`config.mk`:
```
export PLATFORM = sky130hd
export DESIGN_NAME = ixc_probe_capture_7
export DESIGN_NICKNAME = d
export VERILOG_FILES = /design/src/rtl/ixc_probe_pkg.sv /design/src/rtl/ixc_probe_fifo.sv /design/src/rtl/ixc_probe_capture_7.sv
export SDC_FILE = /design/constraint.sdc
export NUM_CORES = 1
export LEC_CHECK = 0
export CAP_MARGIN = 10
export CORE_MARGIN = 5
export CORE_UTILIZATION = 64
export CTS_CLUSTER_DIAMETER = 50
export DETAILED_ROUTE_END_ITERATION = 6
export PLACE_DENSITY_LB_ADDON = 0.1
export RECOVER_POWER = 100
export SLEW_MARGIN = 20
export SYNTH_ARGS = -nofsm -noshare
export SYNTH_HDL_FRONTEND = slang
export SYNTH_SLANG_ARGS = --single-unit
```
`constraint.sdc`:
```
create_clock -name clk -period 8.2 [get_ports clk]
set_clock_uncertainty 0.2 [all_clocks]
set_input_delay 1.64 -clock clk [delete_from_list [all_inputs] [get_ports clk]]
set_output_delay 1.64 -clock clk [all_outputs]
set_load 0.02 [all_outputs]
```
`src/rtl/ixc_probe_pkg.sv`:
```
// Shared record layout and default sizing for the probe capture path.
package ixc_probe_pkg;
    localparam int PROBE_WIDTH = 7;
    localparam int PROBE_DEPTH = 8;
    localparam int PROBE_TS_W  = 16;
    localparam int REC_W       = PROBE_TS_W + PROBE_WIDTH;
    localparam int TS_LSB      = PROBE_WIDTH;
    localparam int DROP_CNT_W  = 8;

    typedef struct packed {
        logic [PROBE_TS_W-1:0]  ts;
        logic [PROBE_WIDTH-1:0] value;
    } probe_rec_t;
endpackage

```
`src/rtl/ixc_probe_fifo.sv`:
```
// Synchronous FIFO with exact occupancy and a registered head that holds
// its last value when the FIFO drains.
module ixc_probe_fifo #(
    parameter int W     = 23,
    parameter int DEPTH = 8,
    localparam int AW   = $clog2(DEPTH),
    localparam int LW   = AW + 1
) (
    input  logic          clk,
    input  logic          rst_n,
    input  logic          push,
    input  logic          pop,
    input  logic [W-1:0]  wdata,
    output logic [W-1:0]  rdata,
    output logic [LW-1:0] level,
    output logic          full,
    output logic          empty
);
    logic [W-1:0]  mem [DEPTH];
    logic [AW-1:0] wr_ptr, rd_ptr, head_idx;
    logic [LW-1:0] level_nxt;
    logic [W-1:0]  head_val;
    logic          pop_ok, push_ok;

    assign full    = (level == LW'(DEPTH));
    assign empty   = (level == '0);
    assign pop_ok  = pop && !empty;
    // A full FIFO still accepts a push when the head leaves in the same cycle.
    assign push_ok = push && (!full || pop_ok);

    always_comb begin
        level_nxt = level + LW'(push_ok) - LW'(pop_ok);
        head_idx  = pop_ok ? rd_ptr + AW'(1) : rd_ptr;
        // The new head is the incoming word when nothing older remains.
        head_val  = (push_ok && (level == LW'(pop_ok))) ? wdata : mem[head_idx];
    end

    always_ff @(posedge clk) begin
        if (push_ok) mem[wr_ptr] <= wdata;
    end

    always_ff @(posedge clk or negedge rst_n) begin
        if (!rst_n) begin
            wr_ptr <= '0;
            rd_ptr <= '0;
            level  <= '0;
            rdata  <= '0;
        end else begin
            if (push_ok) wr_ptr <= wr_ptr + AW'(1);
            if (pop_ok)  rd_ptr <= rd_ptr + AW'(1);
            level <= level_nxt;
            if (level_nxt != '0) rdata <= head_val;
        end
    end
endmodule

```
`src/rtl/ixc_probe_capture_7.sv`:
```
// Samples a probed net, records timestamped value changes into a FIFO and
// reports records dropped while the host readback falls behind.
module ixc_probe_capture_7
    import ixc_probe_pkg::*;
#(
    parameter int WIDTH  = PROBE_WIDTH,
    parameter int DEPTH  = PROBE_DEPTH,
    parameter int TS_W   = PROBE_TS_W,
    localparam int LVL_W = $clog2(DEPTH) + 1
) (
    input  logic                  clk,
    input  logic                  rst_n,
    input  logic                  en,
    input  logic [WIDTH-1:0]      sig,
    output logic                  out_valid,
    input  logic                  out_ready,
    output logic [TS_W+WIDTH-1:0] out_data,
    output logic [LVL_W-1:0]      level,
    output logic                  overflow,
    output logic [DROP_CNT_W-1:0] drop_cnt,
    input  logic                  clr_ovf
);
    logic [TS_W-1:0]  ts;
    logic [WIDTH-1:0] prev;
    logic             armed;
    logic             push, pop, drop, full, empty;

    // First enabled sample is always the baseline record.
    assign push      = en && (!armed || (sig != prev));
    assign out_valid = !empty;
    assign pop       = out_valid && out_ready;
    assign drop      = push && full && !pop;

    always_ff @(posedge clk or negedge rst_n) begin
        if (!rst_n) begin
            ts    <= '0;
            prev  <= '0;
            armed <= 1'b0;
        end else begin
            ts    <= ts + TS_W'(1);
            armed <= en;
            if (en) prev <= sig;
        end
    end

    // Clear takes effect first so a coincident drop is still counted.
    always_ff @(posedge clk or negedge rst_n) begin
        if (!rst_n) begin
            overflow <= 1'b0;
            drop_cnt <= '0;
        end else if (clr_ovf) begin
            overflow <= drop;
            drop_cnt <= DROP_CNT_W'(drop);
        end else if (drop) begin
            overflow <= 1'b1;
            if (drop_cnt != '1) drop_cnt <= drop_cnt + DROP_CNT_W'(1);
        end
    end

    ixc_probe_fifo #(
        .W     (TS_W + WIDTH),
        .DEPTH (DEPTH)
    ) u_fifo (
        .clk   (clk),
        .rst_n (rst_n),
        .push  (push),
        .pop   (pop),
        .wdata ({ts, sig}),
        .rdata (out_data),
        .level (level),
        .full  (full),
        .empty (empty)
    );
endmodule

```
* Word-level counts from Yosys, hierarchy flattened
Memory sizes are Yosys's and may differ from the RTL's.
Index checks and enable logic that the tools add are counted.
** Storage, ports and cells
- Bits in registers :: 66
- Latch bits :: 0
- Bits in writable memories :: 184
- Memory bits (read-only) :: 0
- Output and inout bits :: 37
- Word-level logic and storage cells :: 47
- Memories kept :: 1
** Memory list
- u_fifo.mem :: words 8, bits a word 23, read ports 1, clocked after Yosys merged registers in 0, write ports 1, line ixc_probe_fifo.sv:19 : logic [W-1:0] mem [DEPTH];
** Operators by class
- Add/sub/neg operators :: 6
- Multipliers :: 0
- Div/mod/pow operators :: 0
- Magnitude comparators :: 0
- Eq/ne operators :: 4
- Shift-type cells :: 0
- Multiplexer cells :: 9
- Bitwise gates (word level) :: 0
- Reductions and logical operators :: 18
** Operator list (count)
- 2-to-1 mux 8 bit :: 3
- 2-to-1 mux 23 bit :: 1
- adder 16 x 1 -> 16 bit (second input constant) :: 1
- adder 8 x 1 -> 8 bit (second input constant) :: 1
- != test 8 bit (second input constant) :: 1
- logical AND 1 bit :: 7
- != test 7 bit :: 1
- adder 3 x 1 -> 3 bit (second input constant) :: 2
- adder 4 x 1 -> 4 bit :: 1
- == test 4 x 1 -> 1 bit :: 1
- == test 4 bit (second input constant) :: 1
- zero test 1 bit :: 4
- zero test 4 bit :: 1
- 2-to-1 mux 1 bit :: 4
- nonzero test 2 bit :: 2
- nonzero test 4 bit :: 1
- subtractor 4 x 1 -> 4 bit :: 1
- 2-to-1 mux 3 bit :: 1
- logical OR 1 bit :: 2
- AND reduction 2 bit :: 1

* Depth between registers and ports, before layout
- Word-level depth :: 9
- Mapped depth :: 16

* Cells and area by module
Synthesis repeated with hierarchy kept, for this count alone.
** Second synthesis, totals
- Cell total of the unflattened synthesis :: 739
- Area, all modules :: 10981.8 µm²
** Modules (own cells, without submodules)
- ixc_probe_fifo :: instances 1, cells each 602, area an instance 9452.8 µm², seq. area each 6351.1 µm²
- ixc_probe_capture_7 :: instances 1, cells each 137, area an instance 1529.0 µm², seq. area each 825.8 µm²

* Worst setup path after synthesis
No wires, ideal clock.
- Kind :: input to register
- Start point :: in en
- End point :: mem u_fifo.mem[2][0] (enable)
- Library setup time :: 437 ps
- Data arrival time :: 4317 ps
- Data required time :: 7563 ps
- Slack :: 3246 ps
- Stages on the path :: 6
- Buffers on the path :: 2
- Cell sequence :: clkbuf_1 o21ai_1 nor2b_1 buf_2 nand2b_1 nor3b_1
** On the way
- Word-level cells in the longest chain between the ends :: 4
** Ends and longest elaborated chain
- from (decl) :: line ixc_probe_capture_7.sv:13 : input logic en,
- logical AND 1 bit :: line ixc_probe_capture_7.sv:29 : assign push = en && (!armed || (sig != prev));
- logical AND 1 bit :: line ixc_probe_fifo.sv:29 : assign push_ok = push && (!full || pop_ok);
- via u_fifo.push_ok :: line ixc_probe_fifo.sv:23 : logic pop_ok, push_ok;
- 2-to-1 mux 1 bit :: line ixc_probe_fifo.sv:39 : if (push_ok) mem[wr_ptr] <= wdata;
- 2-to-1 mux 1 bit (implied by the code) :: line ixc_probe_fifo.sv:39
- to (decl) :: line ixc_probe_fifo.sv:19
The timed path passes the listed nets, and every way through them passes these cells.

* Final worst setup path
- Start point :: in out_ready
- End point :: reg u_fifo.rdata[21]
** On the way
- Word-level cells in the longest chain between the ends :: 7
- Elaborated cells between the ends (all ways) :: 12
- Those cells by class :: 2 x add/sub; 1 x eq/ne; 2 x mux; 6 x reduce/logical; 1 x memory
** Ends and longest elaborated chain
- from (decl) :: line ixc_probe_capture_7.sv:16 : input logic out_ready,
- logical AND 1 bit (*) :: line ixc_probe_capture_7.sv:31 : assign pop = out_valid && out_ready;
- logical AND 1 bit (*) :: line ixc_probe_fifo.sv:27 : assign pop_ok = pop && !empty;
- logical OR 1 bit :: line ixc_probe_fifo.sv:29
- logical AND 1 bit :: line ixc_probe_fifo.sv:29
- adder 4 x 1 -> 4 bit :: line ixc_probe_fifo.sv:32 : level_nxt = level + LW'(push_ok) - LW'(pop_ok);
- subtractor 4 x 1 -> 4 bit :: line ixc_probe_fifo.sv:32
- nonzero test 4 bit :: line ixc_probe_fifo.sv:52 : if (level_nxt != '0) rdata <= head_val;
- to (signal assigned) :: line ixc_probe_fifo.sv:52
- to (decl) :: line ixc_probe_fifo.sv:14 : output logic [W-1:0] rdata,
Every way passes the cells marked *; elsewhere a longest branch is shown, timed or not.
A chain may end at the register's enable or synchronous reset.

==> run metrics <==
antenna violations before repair=0; Total Wirelength=19800 um; Max VDD drop=0.494 mV; dpl cells=789; Vias=5154; Port Buffers=48; syn avg cell area=18.8 um^2; nets=623; Arrival @ worst endpoint=6.81 ns; Synth Area in Compound Gates=0.0283; Routed wire per std cell=23.8 um; flop-to-flop setup slack=2.19 ns; Starting Density=0.645; kind of critical path=input pin to flop; CTS H-tree lvls=1; hpwl dp=10900 um; maxcap violations=11; crit path time final=6.61 ns; placed inst area=10900 um^2; CTS tree=done; gr usage total=0.227; Worst setup SP type=input pin; non-filler cells, final=835; fraction of registers with async set or reset after synthesis=0.264; Slew HR=-1.67; fraction of synthesized area in multiplexers=0.145; Setup crit end kind=flop; DR pass1 iterations=5; share of post-route cells with drive strength above 1=0.183; hold path cells=1; largest net degree at the start of global routing=67; area of the multi-input gates=2760 um^2; Synth Area in Adders=0.0144; first-pass GRT wire length=31500 um; flops & latches, synth=250; setup_tns=0 ns; WHS=0.323 ns; number of synthesis warnings=0; core area=15700 um^2; Worst EP required=8.40 ns; EDFF count, synth=184; register area share after synthesis=0.711; Worst Max-Slew Pin Slew=4.00 ns; total congestion overflow=0; fin area=11700 um^2; Post-Syn Instances=537; Final Setup Violations=0; CTS Sinks=250; xor and xnor area share after synthesis=0.0268; die width=136 um; HP Class=flop to flop; cell area after synthesis=10100 um^2; Most used DFF post-synth=edfxtp_1; f_max=0.151 GHz; clock buffers created by TritonCTS=25; die area=18400 um^2; Clock Path Buffers=3; Max Slew Vio Count=325; row cnt=46; CTS Hold Bufs=0; CTS root buf=clkbuf_16; # IOs=49; RSZ-0062 raised after global routing=false; FF-to-FF path depth=9; Final Hold Fails=0; syn nets=560; Die H=136 um; DRC=0; filler instances=929; Distinct cells, synth=46; Worst-Skew Late Latency=0.52 ns; setup bufs post-CTS=0; LEAKAGE=4.18 nW; post_cts resized=0; Detailed Route Iter0 Violations=399; vias in the first global route=5503; Sequential cell area=7180 um^2; status=finished with violations; register clock-pin slew on the reported worst setup and hold paths=0.06 ns; area delta synth->final=15.4%; failing checks=max-capacitance violations, max-slew violations; GPL Wtd Cong=0.847; drt via density=6.17; P per Cell Area=390 nW/um^2; post-synthesis simple-gate area fraction=0.0549; period utilisation layout=0.806; ANT nets after route=0; worst-path maximum fanout=47; main combinational cell family by area after synthesis=multiplexers; diode count=0
-- power by group --
part	internal (mW)	leakage [nW]	switching (mW)	total, mW
combinational	0.854	1.26	0.805	1.66
clock	0.707	0.425	0.467	1.17
sequential	1.61	2.50	0.104	1.72
total	3.17	4.18	1.38	4.55
-- cells in the mapped netlist, types with 2 or more instances --
master    number  share of area
a21oi_1        2        0.00099
a221o_1       23          0.023
and2_1        24          0.015
and3_1         6         0.0037
buf_1          3         0.0011
buf_12         2         0.0040
buf_2          4         0.0020
buf_6          2         0.0022
clkbuf_1      12         0.0045
dfrtp_1       66           0.16
edfxtp_1     184           0.55
ha_1          10          0.012
inv_1         13         0.0048
inv_2          2        0.00074
mux2_1         2         0.0022
mux2_2        31          0.035
mux4_1        13          0.034
mux4_2        33          0.074
nand2_1       12         0.0045
nand2b_1       4         0.0025
nand3_1        8         0.0040
nand4_1        8         0.0050
nor2_1        14         0.0052
nor2b_1        3         0.0019
nor3_1         3         0.0015
nor3b_1        4         0.0030
nor4_1         3         0.0019
xnor2_1       23          0.020
xor2_1         6         0.0052
-- final timing paths --
| check | startpoint | endpoint |
|---|---|---|
| min in group asynchronous | rst_n | u_fifo.rdata[20] |
| min reg2reg | u_fifo.wr_ptr[0] | u_fifo.wr_ptr[0] |
| max in group asynchronous | rst_n | prev[1] |
| min | u_fifo.wr_ptr[0] | u_fifo.wr_ptr[0] |
| max reg2reg | u_fifo.level[2] | u_fifo.rdata[21] |
| max | out_ready | u_fifo.rdata[21] |
-- flip-flops by register name (all words and copies together) (netlist names) --
signal	flops
u_fifo.mem	184
u_fifo.rdata	23
ts	16
drop_cnt	8
prev	7
u_fifo.level	4
u_fifo.rd_ptr	3
u_fifo.wr_ptr	3
armed	1
overflow	1
-- cell families after synthesis --
family	after synthesis
muxes	80
xor gates and xnor gates	30
and+or+nand+nor	96
adders and majority gates	11
DFF	250
buffers and inverters	38
AOI/OAI and AO/OA	32
-- layout make-up --
type / count / share of cell area
inverters: 15 / 0.00483
clock inverters: 17 / 0.0173
flip-flops and latches: 250 / 0.616
repair buffers: 59 / 0.0450
multi-input cells: 249 / 0.237
clock buffers: 29 / 0.0567
well taps: 216 / 0.0232
-- worst max-delay path: stages --
cell and delay [ns]:
dlygate4sd3_1 0.60, nand2b_4 0.13, xor2_4 0.13, clkbuf_1 2.81, mux4_1 0.82, mux2_2 0.29
a221o_1 0.35
-- routing by layer --
| metal | GRT usage | part of all wire | up-vias |
|---|---|---|---|
| li1 | - | - | 2253 |
| met1 | 0.315 | 0.41 | 2712 |
| met2 | 0.387 | 0.51 | 161 |
| met3 | 0.0345 | 0.052 | 28 |
| met4 | 0.0554 | 0.021 | 0 |
| met5 | 0 | 0 | - |
-- placed cells by master, fill, tap and decap left out, types with 8 or more instances in the layout --
master,count
a221o_1,23
mux2_2,30
edfxtp_1,184
and2_1,23
nand3_1,8
clkbuf_1,11
nor2_1,14
clkbuf_16,25
mux4_2,33
xnor2_1,23
dlygate4sd3_1,45
nand2_1,12
dfrtp_1,66
nand4_1,8
inv_1,15
mux4_1,13
ha_1,10
-- per-stage QoR --
stage | total power, mW | worst slack (ns) | utilization
2_1_floorplan | 2.90 | 3.25 | -
3_3_place_gp | 3.34 | 2.01 | 0.695
3_5_place_dp | 3.40 | 1.82 | 0.695
4_1_cts | 4.58 | 2.37 | 0.750
5_1_grt | 4.78 | 1.11 | 0.744
6_report | 4.55 | 1.59 | 0.744
(Power assumes the default switching activity.)
